==> config.mk <==
export PLATFORM = sky130hd
export DESIGN_NAME = ram_responder
export DESIGN_NICKNAME = d
export VERILOG_FILES = /design/src/rtl/ram_responder_pkg.sv /design/src/rtl/ram_byte_array.sv /design/src/rtl/ram_responder.sv
export SDC_FILE = /design/constraint.sdc
export NUM_CORES = 2
export LEC_CHECK = 0
export BUFFER_PORTS_ARGS = -buffer_cell sky130_fd_sc_hd__buf_2
export CAP_MARGIN = 10
export CELL_PAD_IN_SITES_DETAIL_PLACEMENT = 0
export CELL_PAD_IN_SITES_GLOBAL_PLACEMENT = 1
export CORE_MARGIN = 2
export CORE_UTILIZATION = 50
export CTS_CLUSTER_SIZE = 30
export DETAILED_ROUTE_END_ITERATION = 8
export PLACE_DENSITY = 0.83
export SLEW_MARGIN = 15
export SYNTH_ARGS = -nofsm -noshare
export SYNTH_HDL_FRONTEND = slang
export SYNTH_SLANG_ARGS = --single-unit
==> constraint.sdc <==
create_clock -name clk -period 5.4 [get_ports clk]
set_input_delay 0.54 -clock clk [delete_from_list [all_inputs] [get_ports clk]]
set_output_delay 0.54 -clock clk [all_outputs]
set_load 0.005 [all_outputs]
==> src/rtl/ram_responder_pkg.sv <==
// Shared encodings for the RAM responder: FSM states, R_W and type field values,
// and the byte-order helper used between the bus word and the storage lanes.
package ram_responder_pkg;

    typedef enum logic [1:0] {
        IDLE = 2'd0,
        BUSY = 2'd1,
        ACK  = 2'd2
    } state_t;

    localparam logic READ  = 1'b1;
    localparam logic WRITE = 1'b0;
    localparam logic WORD  = 1'b1;
    localparam logic BYTE  = 1'b0;

    localparam int CNT_W = 5;

    // Bus words are big-endian (lowest address in bits 31:24); storage lanes are
    // packed with lane i in bits 8*i+7:8*i. The mapping is its own inverse.
    function automatic logic [31:0] lane_swap(input logic [31:0] d);
        logic [31:0] r;
        r = '0;
        for (int i = 0; i < 4; i++) begin
            r[8*i +: 8] = d[31-8*i -: 8];
        end
        return r;
    endfunction

endpackage

==> src/rtl/ram_byte_array.sv <==
// Four independent byte lanes with per-lane write enable; lane i holds the bytes
// whose address has bits [1:0] == i. Synchronous write, combinational read.
module ram_byte_array
    import ram_responder_pkg::*;
#(
    parameter int ROWS  = 64,
    parameter int ROW_W = $clog2(ROWS)
) (
    input  logic             clk,
    input  logic [ROW_W-1:0] row,
    input  logic [3:0]       we,
    input  logic [31:0]      wdata,
    output logic [31:0]      rdata
);

    genvar gi;
    generate
        for (gi = 0; gi < 4; gi++) begin : g_lane
            logic [7:0] mem [ROWS];

            always_ff @(posedge clk) begin
                if (we[gi]) begin
                    mem[row] <= wdata[8*gi +: 8];
                end
            end

            assign rdata[8*gi +: 8] = mem[row];
        end
    endgenerate

endmodule

==> src/rtl/ram_responder.sv <==
// Handshaked byte/word RAM slave: latches a request, waits WAIT cycles, performs
// the access on the BUSY->ACK edge and holds MOC until the requester drops MOV.
module ram_responder
    import ram_responder_pkg::*;
#(
    parameter int WAIT  = 2,
    parameter int DEPTH = 256
) (
    input  logic        clk,
    input  logic        clear,
    input  logic        MOV,
    input  logic        R_W,
    input  logic        type_sel,
    input  logic [31:0] Address,
    input  logic [31:0] DataIn,
    output logic [31:0] DataOut,
    output logic        MOC
);

    localparam int AW    = $clog2(DEPTH);
    localparam int ROWS  = DEPTH / 4;
    localparam int ROW_W = AW - 2;
    // One cycle for the latched request to settle plus WAIT wait states, so
    // MOC rises WAIT+2 edges after the accepting edge.
    localparam logic [CNT_W-1:0] WAIT_LOAD = CNT_W'(WAIT + 1);

    state_t            state_reg, state_next;
    logic [CNT_W-1:0]  cnt_reg, cnt_next;
    logic [31:0]       dout_reg, dout_next;

    logic [AW-1:0]     addr_reg;
    logic [31:0]       wdata_reg;
    logic              rw_reg;
    logic              type_reg;

    logic              commit;
    logic [3:0]        lane_sel;
    logic [3:0]        lane_we;
    logic [31:0]       lane_wdata;
    logic [31:0]       lane_rdata;
    logic [31:0]       word_rdata;
    logic [7:0]        byte_rdata;

    logic              addr_unused;
    assign addr_unused = ^Address[31:AW];

    always_ff @(posedge clk) begin
        if (clear) begin
            state_reg <= IDLE;
            cnt_reg   <= '0;
            dout_reg  <= '0;
        end else begin
            state_reg <= state_next;
            cnt_reg   <= cnt_next;
            dout_reg  <= dout_next;
        end
    end

    // Request fields are captured only on acceptance and held through BUSY/ACK.
    always_ff @(posedge clk) begin
        if (!clear && state_reg == IDLE && MOV) begin
            addr_reg  <= Address[AW-1:0];
            wdata_reg <= DataIn;
            rw_reg    <= R_W;
            type_reg  <= type_sel;
        end
    end

    always_comb begin
        state_next = state_reg;
        cnt_next   = cnt_reg;
        commit     = 1'b0;
        case (state_reg)
            IDLE: begin
                if (MOV) begin
                    state_next = BUSY;
                    cnt_next   = WAIT_LOAD;
                end
            end
            BUSY: begin
                // A dropped MOV abandons the request even on its final wait cycle.
                if (!MOV) begin
                    state_next = IDLE;
                    cnt_next   = '0;
                end else if (cnt_reg == '0) begin
                    state_next = ACK;
                    commit     = 1'b1;
                end else begin
                    cnt_next = cnt_reg - CNT_W'(1);
                end
            end
            ACK: begin
                if (!MOV) begin
                    state_next = IDLE;
                end
            end
            default: begin
                state_next = IDLE;
                cnt_next   = '0;
            end
        endcase
    end

    genvar gi;
    generate
        for (gi = 0; gi < 4; gi++) begin : g_sel
            assign lane_sel[gi] = (addr_reg[1:0] == 2'(gi));
        end
    endgenerate

    always_comb begin
        lane_we    = '0;
        lane_wdata = lane_swap(wdata_reg);
        if (commit && !clear && rw_reg == WRITE) begin
            case (type_reg)
                WORD: lane_we = 4'hF;
                BYTE: begin
                    lane_we    = lane_sel;
                    lane_wdata = {4{wdata_reg[7:0]}};
                end
            endcase
        end
    end

    always_comb begin
        byte_rdata = '0;
        for (int i = 0; i < 4; i++) begin
            if (lane_sel[i]) begin
                byte_rdata = lane_rdata[8*i +: 8];
            end
        end
    end

    assign word_rdata = lane_swap(lane_rdata);

    always_comb begin
        dout_next = dout_reg;
        if (commit && rw_reg == READ) begin
            case (type_reg)
                WORD: dout_next = word_rdata;
                BYTE: dout_next = {24'd0, byte_rdata};
            endcase
        end
    end

    ram_byte_array #(
        .ROWS  (ROWS),
        .ROW_W (ROW_W)
    ) u_array (
        .clk   (clk),
        .row   (addr_reg[AW-1:2]),
        .we    (lane_we),
        .wdata (lane_wdata),
        .rdata (lane_rdata)
    );

    assign DataOut = dout_reg;
    assign MOC     = (state_reg == ACK);

endmodule

-- Word-level counts from Yosys, hierarchy flattened
Memory sizes are Yosys's and may differ from the RTL's. A register that Yosys moved wholly into a read port is not among the register bits.
Index checks and enable logic that the tools add are counted.
W data, S select, Z words.
- add/sub/neg operators: 1
- multipliers: 0
- divide/modulo/power cells: 0
- order comparisons: 0
- equality and inequality tests: 9
- shift operators: 0
- multiplexer cells: 33
- bitwise gates (word level): 3
- reductions and logical operators: 11
- operator list (cell ; number):
    $pmux W32 S2 ; 1
    $mux W24 ; 2
    $mux W8 ; 4
    $mux W6 ; 4
    $mux W5 ; 3
    $pmux W5 S3 ; 1
    $mux W1 ; 11
    $mux W2 ; 4
    $pmux W4 S2 ; 1
    $eq A2 B2 Y1 const B ; 3
    $ne A3 B3 Y1 const B ; 2
    $pmux W2 S3 ; 1
    $reduce_and A3 Y1 ; 2
    $logic_and A1 B1 Y1 ; 5
    $logic_not A5 Y1 ; 1
    $sub A5 B1 Y5 const B ; 1
    $eq A2 B1 Y1 const B ; 2
    $logic_not A2 Y1 ; 2
    $mux W4 ; 1
    $ne A2 B2 Y1 const B ; 2
    $not A1 Y1 ; 3
    $logic_not A1 Y1 ; 1
- register bits after elaboration: 81
- latch bits: 0
- bits in writable memories: 2048
- ROM bits: 0
- input port bits: 69
- output and inout port bits: 33
- word-level logic and storage cells: 68
- memories: 4
- memories (memory ; words ; width ; read ports ; clocked after memory_dff ; wr ports ; line ; source):
    u_array.g_lane[0].mem ; 64 ; 8 ; 1 ; 1 ; 1 ; ram_byte_array.sv:19 ; logic [7:0] mem [ROWS];
    u_array.g_lane[1].mem ; 64 ; 8 ; 1 ; 1 ; 1 ; ram_byte_array.sv:19 ;
    u_array.g_lane[2].mem ; 64 ; 8 ; 1 ; 1 ; 1 ; ram_byte_array.sv:19 ;
    u_array.g_lane[3].mem ; 64 ; 8 ; 1 ; 1 ; 1 ; ram_byte_array.sv:19 ;

-- Logic depth before layout (Yosys ltp)
- depth after elaboration: 9
- gate-level depth with buffers: 13
- depth with buffers taken out: 9

-- Cells and area by module
Synthesis repeated with hierarchy kept, for this count alone.
- cells, all modules: 4806
- area, all modules: 81787.2 um2
- modules (own cells, without submodules) (module ; instances ; cells each ; area each (um2) ; seq. area each (um2)):
    ram_byte_array ; 1 ; 4495 ; 78437.7 ; 61499.0
    ram_responder ; 1 ; 311 ; 3349.5 ; 2042.0

-- Least setup slack after synthesis
Ideal clock, no wire load.
- path type: input port to flip-flop
- start: input clear
- end: register (tool-made name)
- setup time: 0.074 ns
- arrival time: 4.627 ns
- data required time: 5.326 ns
- slack: 0.699 ns
- stages: 3
- path buffers: 1
- cell sequence: clkbuf_1 > nor3_1 > mux2_2
- RTL lines (element ; line ; source):
    from (decl) ; ram_responder.sv:10 ; input logic clear,

==> metrics.md <==
| Metric | Value |
|---|---|
| Outcome | `finished with violations` |
| Failing checks | `design-rule violations` |
| Post_cts resized | `0` |
| Clk buf depth | `3` |
| Nets@finish | `4,371` |
| DR DRC count | `14` |
| Yosys cell types | `78` |
| Minimum clock period | `4.10 ns` |
| Reg clk slew, reported paths | `0.06 ns` |
| First-pass GRT wire length | `324 mm` |
| Met2 wire len | `105 mm` |
| Syn_nets | `4,167` |
| Mapped Area | `83,600 sq um` |
| Register area share after synthesis | `76.2%` |
| Postcts setup bufs | `0` |
| Worst-Margin Slew | `1.35 ns` |
| Yosys warns | `0` |
| H-tree levels | `4` |
| Mean area per synthesized cell | `20.4 sq um` |
| TritonCTS buffer count | `201` |
| Vias/cell | `6.60` |
| Flop pwr share | `53.4%` |
| Req. time, crit path | `6.13 ns` |
| Setup Viol. Count Final | `0` |
| Die area | `170,000 sq um` |
| CP Launch Type | `flip-flop` |
| Met1 wire length | `83.4 mm` |
| Largest net degree at the start of global routing | `78` |
| Top Ports | `102` |
| Switch share | `22.2%` |
| Fmax achieved | `0.244 GHz` |
| Most frequent cells in the layout | `edfxtp_1 (2,090), mux4_2 (463), nor2_1 (357)` |
| Chip width | `413 um` |
| Min-delay worst type | `primary input to flip-flop` |
| Core ar. | `167,000 sq um` |
| Top Layer Used | `met5` |
| Most common cell after layout, fill and taps aside | `edfxtp_1` |
| Setup TNS | `0 ns` |
| Power share of the combinational group | `6.4%` |
| Synth top area share | `75.1%` |
| CTS tree | `yes` |
| Gpl congestion | `0.925` |
| # Max-Cap Violations | `0` |
| Share of layout cells above drive strength 1 | `22.2%` |
| Row Count | `150` |
| Total wire length | `234 mm` |
| Leakage power | `0.0292 uW` |
| Die Span Y | `413 um` |
| CP Class | `flip-flop to flip-flop` |
| Tcrit/Tclk final | `76.0%` |
| Total clock sinks | `2,135` |
| Hold Buf Count CTS | `42` |
| Slew Limit Fails | `0` |
| Worst R2R End | `DataOut[3]$_SDFFE_PP0P_` |
| Place WS | `1.49 ns` |
| Fillers | `12.1k` |
| Post-route worst setup slack | `1.30 ns` |
| Post-synthesis register bit count | `2,135` |
| Pwr dens | `366 nW/um^2` |
| Clock Skew | `0.0297 ns` |
| Port bufs | `77` |
| Met3 Routed Length | `33.2 mm` |
| DRT Pass-1 Iters | `9` |
| Initial DRC count | `7,736` |
| EDFF count, synth | `2,090` |
| FFs w/ async S/R, synth | `0%` |
| Cells after synthesis | `4,096` |
| Grt ovf | `0` |
| GRT Util Overall | `27.5%` |
| Relative slew margins | `9.45%` |
| Clk Tree Root Cell | `clkbuf_16` |
| Worst Path Max Fanout | `17` |
| Worst r2r path cells | `7` |
| Number of global-route vias before repair | `42.6k` |
| Final Hold Fails | `0` |
| Synth top area cells | `edfxtp_1 (75%), mux4_2 (12%), mux2i_1 (2.0%)` |
| Vias | `44.2k` |
| Unrepaired setup endpoints after global routing | `no` |
| Kind of end point of the critical path | `flip-flop` |
| Synth area leader | `edfxtp_1` |
| Peak VDD IR | `0.358 mV` |
| Internal power | `26,600 uW` |
| Number of flip-flops under the largest register name | `2,048` |
| Area Growth Syn to Fin | `11.7%` |
| Hpwl dp | `146 mm` |
| Wire length per cell | `35.0 um` |
| Critical Path AT | `4.83 ns` |
| Net Sw Power | `7580 uW` |
| Initial Utilization | `50.1%` |
| Worst setup path endpoint | `DataOut[3]$_SDFFE_PP0P_` |
| R2r setup slk | `1.30 ns` |
| Worst-Skew Late Latency | `0.84 ns` |
| Antenna violations before repair | `13` |
| Top FF cell, synth | `edfxtp_1` |
| Antenna viol nets, final | `0` |
| Clock Power Share | `40.2%` |
## power groups by stage
stage	Clock (uW)	Combinational (uW)	Sequential [uW]
detailed placement	0	2090	18600
CTS	13800	2130	18200
global route	14400	2250	18200
global placement	0	2060	18600
finish	13700	2190	18200
floorplan	0	1350	18600
## critical path, stage by stage (launching register included)
cell and delay (ns):
dfxtp_2 0.73, clkinv_1 0.70, nand2_1 0.85, a2111oi_0 0.22
nor4_2 0.99, o21ai_0 0.20, a21oi_1 0.20, o31ai_1 0.08
## worst min path at each step
stage | endpoint | startpoint | slack (ns) | cells past startpoint
after global routing | addr_reg[6]$_DFFE_PP_ | Address[6] | 0.08 | 1
after CTS | addr_reg[6]$_DFFE_PP_ | Address[6] | 0.007 | 1
after floorplan | DataOut[1]$_SDFFE_PP0P_ | DataOut[1]$_SDFFE_PP0P_ | 0.45 | 2
final | addr_reg[6]$_DFFE_PP_ | Address[6] | 0.06 | 1
after detailed placement | DataOut[28]$_SDFFE_PP0P_ | DataOut[28]$_SDFFE_PP0P_ | 0.45 | 2
after global placement | DataOut[28]$_SDFFE_PP0P_ | DataOut[28]$_SDFFE_PP0P_ | 0.44 | 2
## cell usage after synthesis, drive strengths merged (3+ instances only)
| library cell | count |
|---|---|
| a221o | 3 |
| a31oi | 8 |
| o22a | 4 |
| and3 | 8 |
| nand3 | 27 |
| or2 | 4 |
| nand2 | 150 |
| mux4 | 479 |
| a211o | 4 |
| a22oi | 89 |
| o221ai | 8 |
| mux2 | 20 |
| mux2i | 168 |
| a2111oi | 11 |
| nor4 | 5 |
| a21oi | 54 |
| buf | 164 |
| and3b | 5 |
| a221oi | 29 |
| clkbuf | 71 |
| a211oi | 19 |
| o21ai | 62 |
| and2 | 10 |
| nor2 | 360 |
| inv | 32 |
| a22o | 10 |
| edfxtp | 2090 |
| nor3b | 10 |
| nand4 | 8 |
| dfxtp | 45 |
| o211ai | 9 |
| o31ai | 9 |
| o2111ai | 3 |
| nor2b | 29 |
| or3 | 3 |
| nor3 | 22 |
| a2bb2oi | 5 |
| nand2b | 6 |
| o22ai | 17 |
## layer usage
layer / global-route usage (%) / up-vias
li1: - / 17295
met1: 36.3 / 22914
met2: 40.6 / 3340
met3: 10.6 / 593
met4: 12.3 / 12
met5: 0.396 / -
## through the flow
stage	total power [uW]	cells	area, sq um	hold slack [ns]	util, %
after global routing	34900	6676	93300	0.0787	56.0
after CTS	34100	6674	93300	0.00703	56.0
final	34200	6686	93300	0.0593	56.0
after floorplan	19900	4096	83600	0.445	-
after global placement	20700	6259	86500	0.443	51.9
after detailed placement	20700	6259	86500	0.452	51.9
## cell families (layout without fill, tap and decap cells)
kind of cell               after synthesis  count (layout)  synth area share, %
AOI/OAI and AO/OA                      365             365                 3.05
DFF                                   2135            2135                 76.2
adders and majority gates                2               2               0.0299
xor gates and xnor gates                 1               1               0.0105
muxes                                  667             667                 15.3
and+or+nand+nor                        657             657                 3.39
other                                    0              12                    0
buffers and inverters                  269             643                 2.06
## final cells by class
type                    instances  area [sq um]  area share [%]
diodes                         12          30.0          0.0322
clock buffers                 256          5350            5.74
clock inverters               117           978            1.05
inverters                      34           130           0.139
multi-input cells            1692         18500            19.9
flip-flops and latches       2135         63700            68.3
well taps                    2204          2760            2.96
repair buffers                236          1850            1.98
(Power assumes the default switching activity.)
